### src/rtl/int_ctrl.sv
// ============================================================================
// Module   : int_ctrl
// Purpose  : Memory-mapped multi-source interrupt controller for jacaranda-8.
//            Optional round-robin arbitration: define INT_CTRL_RR_PRIO_EN.
// Revision : 1.0 - initial release
// ============================================================================
`default_nettype none

module int_ctrl #(
    parameter int                N_SRC     = 4,
    parameter int                DATA_W    = 8,
    parameter int                ADDR_W    = 8,
    parameter logic [ADDR_W-1:0] BASE_ADDR = 8'd232
) (
    input  logic              clock,
    input  logic              reset,
    input  logic [N_SRC-1:0]  src_in,
    input  logic [ADDR_W-1:0] addr,
    input  logic [DATA_W-1:0] w_data,
    input  logic              w_en,
    output logic [DATA_W-1:0] r_data,
    output logic              r_hit,
    output logic              int_req,
    input  logic              int_ack,
    output logic [DATA_W-1:0] int_vec,
    output logic [DATA_W-1:0] int_en,
    output logic              busy
);

    localparam int c_MAP_LEN = 4 + N_SRC;

    typedef enum logic [1:0] {
        S_IDLE    = 2'd0,
        S_REQ     = 2'd1,
        S_SERVICE = 2'd2
    } state_t;

    logic [N_SRC-1:0]  r_pend;
    logic [N_SRC-1:0]  r_mask;
    logic [N_SRC-1:0]  r_src_q;
    logic [DATA_W-1:0] r_vec [N_SRC];
    state_t            r_state;
    logic [2:0]        r_id;
    logic              r_int_req;
    logic              r_busy;
    logic [DATA_W-1:0] r_int_vec;
    logic [DATA_W-1:0] r_int_en;
`ifdef INT_CTRL_RR_PRIO_EN
    logic [2:0]        r_ptr;
`endif

    logic [ADDR_W-1:0] w_off;
    logic              w_wr;
    logic [N_SRC-1:0]  w_edge;
    logic [N_SRC-1:0]  w_w1c;
    logic [N_SRC-1:0]  w_elig;
    logic [N_SRC-1:0]  w_id_oh;
    logic              w_id_pend;
    logic              w_id_mask;
    logic              w_id_w1c;
    logic              w_sel_valid;
    logic [2:0]        w_sel_id;
    logic [DATA_W-1:0] w_sel_vec;
    logic [DATA_W-1:0] w_cur;

    assign w_off   = addr - BASE_ADDR;
    assign r_hit   = (addr >= BASE_ADDR) && (w_off < ADDR_W'(c_MAP_LEN));
    assign w_wr    = w_en && r_hit;
    assign w_edge  = src_in & ~r_src_q;
    assign w_w1c   = (w_wr && (w_off == ADDR_W'(0))) ? w_data[N_SRC-1:0] : '0;
    assign w_elig  = r_pend & r_mask;
    assign w_id_oh = N_SRC'(1) << r_id;

    assign w_id_pend = |(r_pend & w_id_oh);
    assign w_id_mask = |(r_mask & w_id_oh);
    assign w_id_w1c  = |(w_w1c & w_id_oh);

    assign int_req = r_int_req;
    assign int_vec = r_int_vec;
    assign int_en  = r_int_en;
    assign busy    = r_busy;

`ifdef INT_CTRL_RR_PRIO_EN
    // Nearest eligible source at or after the rotating pointer wins.
    always_comb begin
        int w_best;
        int w_dist;
        w_best      = N_SRC;
        w_dist      = 0;
        w_sel_valid = 1'b0;
        w_sel_id    = '0;
        for (int i = 0; i < N_SRC; i++) begin
            w_dist = (i + N_SRC - int'(r_ptr)) % N_SRC;
            if (w_elig[i] && (w_dist < w_best)) begin
                w_best      = w_dist;
                w_sel_valid = 1'b1;
                w_sel_id    = 3'(i);
            end
        end
    end
`else
    always_comb begin
        w_sel_valid = 1'b0;
        w_sel_id    = '0;
        for (int i = N_SRC - 1; i >= 0; i--) begin
            if (w_elig[i]) begin
                w_sel_valid = 1'b1;
                w_sel_id    = 3'(i);
            end
        end
    end
`endif

    always_comb begin
        w_sel_vec = '0;
        for (int i = 0; i < N_SRC; i++) begin
            if (w_sel_id == 3'(i)) w_sel_vec = r_vec[i];
        end
    end

    always_comb begin
        w_cur = '0;
        if (r_state != S_IDLE) begin
            w_cur[DATA_W-1] = 1'b1;
            w_cur[2:0]      = r_id;
        end
    end

    always_comb begin
        r_data = '0;
        if (r_hit) begin
            if (w_off == ADDR_W'(0)) r_data = DATA_W'(r_pend);
            if (w_off == ADDR_W'(1)) r_data = DATA_W'(r_mask);
            if (w_off == ADDR_W'(2)) r_data = w_cur;
            for (int i = 0; i < N_SRC; i++) begin
                if (w_off == ADDR_W'(4 + i)) r_data = r_vec[i];
            end
        end
    end

    always_ff @(posedge clock) begin
        if (!reset) begin
            r_pend    <= '0;
            r_mask    <= '0;
            r_src_q   <= '0;
            r_state   <= S_IDLE;
            r_id      <= '0;
            r_int_req <= 1'b0;
            r_busy    <= 1'b0;
            r_int_vec <= '0;
            r_int_en  <= DATA_W'(1);
            for (int i = 0; i < N_SRC; i++) r_vec[i] <= '0;
`ifdef INT_CTRL_RR_PRIO_EN
            r_ptr     <= '0;
`endif
        end else begin
            r_src_q <= src_in;
            // A new edge on a bit being cleared in the same cycle keeps it set.
            r_pend  <= (r_pend & ~w_w1c) | w_edge;
            if (w_wr && (w_off == ADDR_W'(1))) r_mask <= w_data[N_SRC-1:0];
            for (int i = 0; i < N_SRC; i++) begin
                if (w_wr && (w_off == ADDR_W'(4 + i))) r_vec[i] <= w_data;
            end

            case (r_state)
                S_IDLE: begin
                    if (w_sel_valid) begin
                        r_state   <= S_REQ;
                        r_id      <= w_sel_id;
                        r_int_vec <= w_sel_vec;
                        r_int_req <= 1'b1;
                        r_int_en  <= '0;
                    end
                end
                S_REQ: begin
                    if (int_ack) begin
                        r_state   <= S_SERVICE;
                        r_int_req <= 1'b0;
                        r_busy    <= 1'b1;
`ifdef INT_CTRL_RR_PRIO_EN
                        r_ptr     <= 3'((int'(r_id) + 1) % N_SRC);
`endif
                    end else if (!w_id_mask) begin
                        r_state   <= S_IDLE;
                        r_int_req <= 1'b0;
                        r_int_en  <= DATA_W'(1);
                    end
                end
                S_SERVICE: begin
                    // The ISR's W1C ends service even if a fresh edge re-sets the bit.
                    if (w_id_w1c || !w_id_pend) begin
                        r_state  <= S_IDLE;
                        r_busy   <= 1'b0;
                        r_int_en <= DATA_W'(1);
                    end
                end
                default: r_state <= S_IDLE;
            endcase
        end
    end

endmodule

`default_nettype wire

### config.mk
export PLATFORM = sky130hd
export DESIGN_NAME = int_ctrl
export DESIGN_NICKNAME = d
export VERILOG_FILES = /design/src/rtl/int_ctrl.sv
export SDC_FILE = /design/constraint.sdc
export NUM_CORES = 1
export LEC_CHECK = 0
export CORE_UTILIZATION = 25
export DETAILED_ROUTE_END_ITERATION = 12
export MAX_ROUTING_LAYER = met4
export PLACE_DENSITY = 0.46
export SLEW_MARGIN = 20
export SYNTH_ARGS = -nofsm -noshare
export SYNTH_HDL_FRONTEND = slang
export SYNTH_SLANG_ARGS = --single-unit
### constraint.sdc
create_clock -name clock -period 4.03 [get_ports clock]
set_input_delay 0.806 -clock clock [delete_from_list [all_inputs] [get_ports clock]]
set_output_delay 0.806 -clock clock [all_outputs]
set_load 0.01 [all_outputs]
; ---- Word-level counts from Yosys, hierarchy flattened
; Memories as Yosys holds them, arrays and structs flattened.
; Cells that the tools add are included.
; W data, S select, Z words.
[totals]
reg_bits = 35
mem_bits_rw = 32
inputBits = 24
output_inout_bits = 27
word_cells = 126
mem_count = 1
[memory_table]
columns = memory, words, width, rd, rd_ports_with_merged_regs, write_ports, line_no
row1 = r_vec, 4, 8, 4, 0, 4, 41  ; logic [DATA_W-1:0] r_vec [N_SRC];
[classes]
add_sub_neg = 1
magnitude_cmp = 2
n_eq_ne = 17
shift = 1
n_mux = 57
bitwise = 13
reduce_logical = 25
[ops]
columns = operator, n
row1 = $mux W8, 19
row2 = $eq A8 B3 Y1 const B, 4
row3 = $and A4 B4 Y4, 6
row4 = $pmux W8 S3, 1
row5 = $mux W1, 23
row6 = $mux W3, 4
row7 = $reduce_or A4 Y1, 3
row8 = $mux W2, 5
row9 = $ne A2 B2 Y1 const B, 5
row10 = $reduce_and A3 Y1, 3
row11 = $eq A8 B1 Y1 const B, 1
row12 = $eq A8 B2 Y1 const B, 1
row13 = $ge A8 B8 Y1 const B, 1
row14 = $logic_and A1 B1 Y1, 8
row15 = $logic_not A8 Y1, 1
row16 = $lt A8 B4 Y1 const B, 1
row17 = $mux W4, 2
row18 = $not A4 Y4, 2
row19 = $sub A8 B8 Y8 const B, 1
row20 = $eq A3 B2 Y1 const B, 2
row21 = $pmux W2 S3, 1
row22 = $reduce_bool A2 Y1, 3
row23 = $reduce_and A5 Y1, 1
row24 = $or A1 B1 Y1, 4
row25 = 13 further kinds, 14

; ---- Longest topological paths before layout
; Gate-level depths: netlist of the first run.
[logic_depth]
ltp_word = 11
ltp_mapped = 7
depth_no_buf = 7

; ---- Worst setup path before layout of the first run
; No wires, ideal clock.
[synth_path]
path_type = input-to-output
from = input port addr[3]
to = output port r_data[3]
t_arrival_ps = 2246
required_ps = 3224
setup_slack_ps = 978
cell_stages = 6
n_path_buf = 0
path_cell_list = inv_1 > ha_1 > or4b_4 > a211oi_4 > o221ai_2 > a21oi_1
[synth_via]
elab_chain_len = 10
word_cells_on_any_way = 19
cone_classes = add/sub: 1 / order compare: 2 / eq/ne: 6 / mux: 8 / reduce/logical: 2
[synth_rtl]
columns = item, line_no
row1 = from (decl), 18  ; input logic [ADDR_W-1:0] addr,
row2 = $sub A8 B8 Y8, 66  ; assign w_off = addr - BASE_ADDR;
row3 = $logic_not A8 Y1, 132  ; if (w_off == ADDR_W'(0)) r_data = DATA_W'(r_pend);
row4 = $mux W4, 132
row5 = $mux W8, 133  ; if (w_off == ADDR_W'(1)) r_data = DATA_W'(r_mask);
row6 = $mux W8, 134  ; if (w_off == ADDR_W'(2)) r_data = w_cur;
row7 = $mux W8 (4 in a row), 136  ; if (w_off == ADDR_W'(4 + i)) r_data = r_vec[i];
row8 = $mux W8 (*), 131  ; if (r_hit) begin
row9 = to (decl), 21  ; output logic [DATA_W-1:0] r_data,
; Every way passes the cells marked *; elsewhere a longest branch is shown, timed or not.

; ---- Final worst setup path of the first run
[layout_path]
from = input port addr[3]
to = output port r_data[2]
; Same word-level chain as after synthesis.

==> results of run 1 <==
[sequential cells by signal (all words and copies together), names as in the netlist]
signal   flops
int_vec      8
r_id         2
int_en       1
r_state      2
r_vec       32
r_pend       4
r_src_q      4
busy         1
r_mask       4
int_req      1
[power groups by stage]
stage                     Sequential, mW  Clock, mW  Combinational, mW
after floorplan                    0.682          0             0.0858
after CTS                          0.677      0.697              0.150
final                              0.678      0.676              0.149
after detailed placement           0.689          0              0.149
after global routing               0.680      0.727              0.165
after global placement             0.689          0              0.148
[repair_timing]
action,in CTS,in global routing
setup buffers,0,3
pin swaps,1,1
resized for setup,1,7
setup endpoints to repair,3,6
[layout make-up]
class | instances | area, µm²
multi-input cells | 243 | 1623
repair buffers | 67 | 636.9
fillers | 1336 | 8382
inverters | 13 | 48.80
well taps | 172 | 215.2
clock buffers | 12 | 246.5
clock inverters | 4 | 17.52
flip-flops and latches | 59 | 1501
[worst max-delay path: stages]
cell and delay, ps:
clkdlybuf4s50_1 420, inv_1 60, ha_1 160, or4b_4 490, a211oi_4 330, nand3_4 160, nor2_1 110, nor3_1 70
clkdlybuf4s50_1 480
[Yosys cell counts, types with 3 or more instances]
cell | instances | area share
mux2_2 | 5 | 0.017
a31oi_1 | 8 | 0.015
mux4_2 | 5 | 0.034
inv_1 | 13 | 0.015
nor3_1 | 15 | 0.023
nor2_1 | 13 | 0.015
a21oi_1 | 12 | 0.018
nand3_1 | 15 | 0.023
o21ai_0 | 27 | 0.041
nor4_1 | 4 | 0.0076
nand2_1 | 20 | 0.023
and2_1 | 22 | 0.042
ha_1 | 4 | 0.015
nand4_1 | 3 | 0.0057
and3_1 | 4 | 0.0076
clkbuf_1 | 11 | 0.013
mux2i_1 | 9 | 0.028
buf_4 | 7 | 0.016
dfxtp_1 | 27 | 0.17
o221ai_1 | 9 | 0.024
o21ai_1 | 4 | 0.0061
nand2b_1 | 9 | 0.017
a21o_1 | 8 | 0.018
edfxtp_1 | 32 | 0.29
o22ai_1 | 4 | 0.0076
nor2b_1 | 7 | 0.013
buf_2 | 5 | 0.0076
a21boi_0 | 6 | 0.014
[worst max-delay path by stage]
stage | slack, ps | from | end
finish | 130 | addr[3] | r_data[2]
global route | -3 | addr[3] | r_data[2]
CTS | 7 | addr[3] | r_data[3]
detailed placement | -10 | addr[3] | r_data[3]
global placement | 4 | addr[3] | r_data[3]
floorplan | 980 | addr[3] | r_data[3]
[metrics by stage]
step	util	setup TNS (ps)	setup WS [ps]
floorplan	-	0	978.1
global placement	0.3144	0	3.879
detailed placement	0.3144	-18.95	-11.04
CTS	0.3351	0	7.104
global route	0.3385	-3.358	-3.358
finish	0.3385	0	132.6
[per-layer routing]
| metal | track usage | wire (µm) | vias up |
|---|---|---|---|
| li1 | - | - | 1353 |
| met1 | 0.2047 | 4710 | 1269 |
| met2 | 0.2264 | 4223 | 57 |
| met3 | 0.02802 | 280 | 8 |
| met4 | 0.06068 | 126 | 0 |
| met5 | - | 0 | - |
[kinds of logic (layout without fill, tap and decap cells)]
group / after synthesis / in the layout / synth area share
buffers and inverters: 38 / 96 / 0.05354
AOI/OAI and AO/OA: 92 / 92 / 0.1870
other: 1 / 7 / 0.001146
DFF: 59 / 59 / 0.4589
adders and majority gates: 4 / 4 / 0.01530
muxes: 19 / 19 / 0.07916
and+or+nand+nor: 121 / 121 / 0.2050
==> out/qor.yml, run 1 <==
syn2layout_area_growth_pct: 31.09
max_freq_mhz: 256.6
fin_crit_sh: 0.9671
ant_nets: 0
die_h_um: 116.4
rr_endpoint: "int_vec[4]"
cp_max_fo: 6
whs_ps: 482.5
start_kind: "primary input"
n_antenna_cell: 0
power_per_cell_area_nw_per_um2: 350.5
rows: 41
r2r_slack_ps: 1940
grt_pass1_wl_um: 14780
clock_skew_ps: 4.109
reg2reg_depth: 6
grt.overflow.total: 0
layout_common_cells: "36 x clkdlybuf4s50_1, 32 x edfxtp_1, 27 x o21ai_0, 27 x dfxtp_1, 23 x buf_4"
die_w_um: 116.4
start_util: 0.2582
first_pass_iters: 5
stdcell_area_um2: 4289
drt-initial-drc-count: 117
layoutNonFillerInstCount: 570
dp.cells: 551
clockBufferDepth: 2
whs_endpoint: "int_req"
ys_seq_elements: 59
combPwrFrac: 0.099
cap_violations: 0
dp_hpwl_um: 7143
grt_max_degree: 36
relSlewSlack: 0.5679
hold_class: "reg2reg"
switching_power_mw: 0.3467
num_vias: 2687
dieArea_um2: 13550
required_ps: 3220
tightest_slew_ps: 643.8
antenna_found_initial: 0
holdPathStages: 2
grt_usage: 0.1527
power_mw: 1.503
htree_levels: 3
cts.clk_slew.worst_paths_ps: 50
core-area_um2: 12670
status: "complete, no violations"
gp_congestion: 0.8454
cts_buffers: 9
syn_inst: 334
p_int_mw: 1.156
drive_above_1_share: 0.1482
finalMaxSlewViolations: 0
seqPwrFrac: 0.451
arrival_ps: 3090
critical_path_class: "in2out"
yosys_warnings: 0
post_dp_cell_area_um2: 3984
viasPerCell: 4.714
final_common_cell: "clkdlybuf4s50_1"
synthFlopType: "edfxtp_1"
port_buffers: 43
ctsHoldBuffers: 0
finalSetupViolCount: 0
routed_wl_um: 9340
ys_seq_area_frac: 0.4589
wl_per_cell_um: 16.39
leakagePower_nw: 1.661
cts_tree: "built"
cts-root-buf: "clkbuf_16"
grt_pass1_vias: 2680
synth_area_um2: 3272
avgSynthCellArea_um2: 9.796
drc: 0
ios: 51
clkSinkCount: 59
synth-edff-count: 32
vdd_ir_drop_max_v: 0.0001404
layout.nets: 421
insertion_delay_ps: 320
min_period_ps: 3897
hold_violations: 0
async_reset_ff_frac: 0
r2r_start: "r_state[0]"
p_clk_frac: 0.450
hp-start: "int_req"
synth.distinct_cells: 49
p_sw_frac: 0.2307
endpoint_kind: "primary output"
(Power assumes the default switching activity.)
==> run 2, diff against run 1 <==
--- a/config.mk
+++ b/config.mk
@@ -11,2 +11,3 @@
 export PLACE_DENSITY = 0.46
+export SKIP_CTS_REPAIR_TIMING = 1
 export SLEW_MARGIN = 20
--- a/constraint.sdc
+++ b/constraint.sdc
@@ -3,2 +3,2 @@
 set_output_delay 0.806 -clock clock [all_outputs]
-set_load 0.01 [all_outputs]
+set_load 0.1 [all_outputs]
==> out/qor.yml, run 2 (synthesis gave the netlist of run 1 again) <==
crit_family: "compound AO/OA/AOI/OAI gates"
largest_reg_flops: 32
arrival_ps: 2980
grt_pass1_vias: 2626
die_w_um: 116.4
drive_above_1_share: 0.1649
gp_congestion: 0.8085
drc: 0
antenna_found_initial: 0
max_freq_mhz: 264.0
grt.overflow.total: 0
power_per_cell_area_nw_per_um2: 360.7
grt_pass1_wl_um: 14850
power_mw: 1.557
ant_nets: 0
ios: 51
dp.cells: 544
path_depth: 8
post_dp_cell_area_um2: 4050
seqCellArea_um2: 1501
holdPathStages: 2
cp_max_fo: 6
layout.nets: 411
cts_tree: "built"
relSlewSlack: 0.3339
finalMaxSlewViolations: 0
first_pass_iters: 5
hold_class: "reg2reg"
vdd_ir_drop_max_v: 0.0001389
clock_skew_ps: 5.073
cts.clk_slew.worst_paths_ps: 50
drt-initial-drc-count: 202
required_ps: 3220
dp_hpwl_um: 7373
reg2reg_depth: 6
hold_violations: 0
critical_path_class: "in2out"
cts_buffers: 9
wl_per_cell_um: 17.17
crit_chain: "clkdlybuf4s50_1 -> inv_1 -> ha_1 -> or4b_4 -> a211oi_4 -> o221ai_2 -> a21oi_2 -> buf_12"
stdcell_area_um2: 4315
grt_max_degree: 36
fin_crit_sh: 0.9399
grt_setup_unrepaired: "false"
leakagePower_nw: 1.538
n_antenna_cell: 0
syn2layout_area_growth_pct: 31.89
routed_wl_um: 9614
insertion_delay_ps: 320
htree_levels: 3
num-fill-cells: 1299
min_period_ps: 3788
layout_common_cells: "34 x clkdlybuf4s50_1, 32 x edfxtp_1, 27 x o21ai_0, 27 x dfxtp_1, 22 x and2_1"
tightest_slew_ps: 996.0
dieArea_um2: 13550
layoutNonFillerInstCount: 560
rows: 41
viasPerCell: 4.959
cap_violations: 0
crit_path_max_incr_delay_ps: 490
status: "complete, no violations"
start_util: 0.2582
endpoint_kind: "primary output"
core-area_um2: 12670
port_buffers: 43
fin_tns_setup_ps: 0
cts-root-buf: "clkbuf_16"
clockBufferDepth: 2
die_h_um: 116.4
path_buf_inv: 3
num_vias: 2777
final_common_cell: "clkdlybuf4s50_1"
layout_setup_ws_ps: 242.1
grt_usage: 0.1560
start_kind: "primary input"
top_register: "r_vec"
multi_input_area_um2: 1647
pre_cts_slack_ps: 234.0
crit_slowest_cell: "or4b_4"
finalSetupViolCount: 0
clkSinkCount: 59
==> run 2: layout make-up <==
type	count	area share
timing repair buffer	57	0.1479
clock buffer	13	0.05799
tap	172	0.04987
multi-input combinational	243	0.3816
sequential	59	0.3479
inverter	13	0.01131
clock inverter	3	0.003479
==> run 2: report_power, final <==
group | internal, mW | switching, mW
Clock | 0.429 | 0.252
Combinational | 0.0698 | 0.127
Sequential | 0.659 | 0.0195
Total | 1.16 | 0.399
==> run 2: per-layer routing <==
metal | up-vias | global-route usage | wire, µm
li1 | 1326 | - | -
met1 | 1340 | 0.2046 | 4434
met2 | 105 | 0.2347 | 4386
met4 | 0 | 0.06410 | 119
met5 | - | - | 0
met3 | 6 | 0.03010 | 673
==> run 2: path summary, 6_finish.rpt <==
| kind | start | endpoint | slack (ps) |
|---|---|---|---|
| worst max-delay path | addr[3] | r_data[3] | 240 |
| worst min-delay path | r_state[0] | r_state[0] | 480 |
| worst max register to register | r_state[0] | r_id[0] | 1970 |
| worst min register to register | r_state[0] | r_state[0] | 480 |
==> run 2: stage by stage <==
| step | util | hold slack, ps |
|---|---|---|
| 2_1_floorplan | - | 452.1 |
| 3_3_place_gp | 0.3196 | 465.9 |
| 3_5_place_dp | 0.3196 | 484.8 |
| 4_1_cts | 0.3406 | 491.6 |
| 5_1_grt | 0.3406 | 516.0 |
| 6_report | 0.3406 | 481.6 |
==> run 2: worst register-to-register path: cells and delay by family (launching register included) <==
kind,cells,cell delay (ps)
adder cells (fa/ha/maj),1,480
buffers and inverters,2,320
AND/OR/NAND/NOR,1,140
AO/OA/AOI/OAI,2,730
flip-flops,1,320
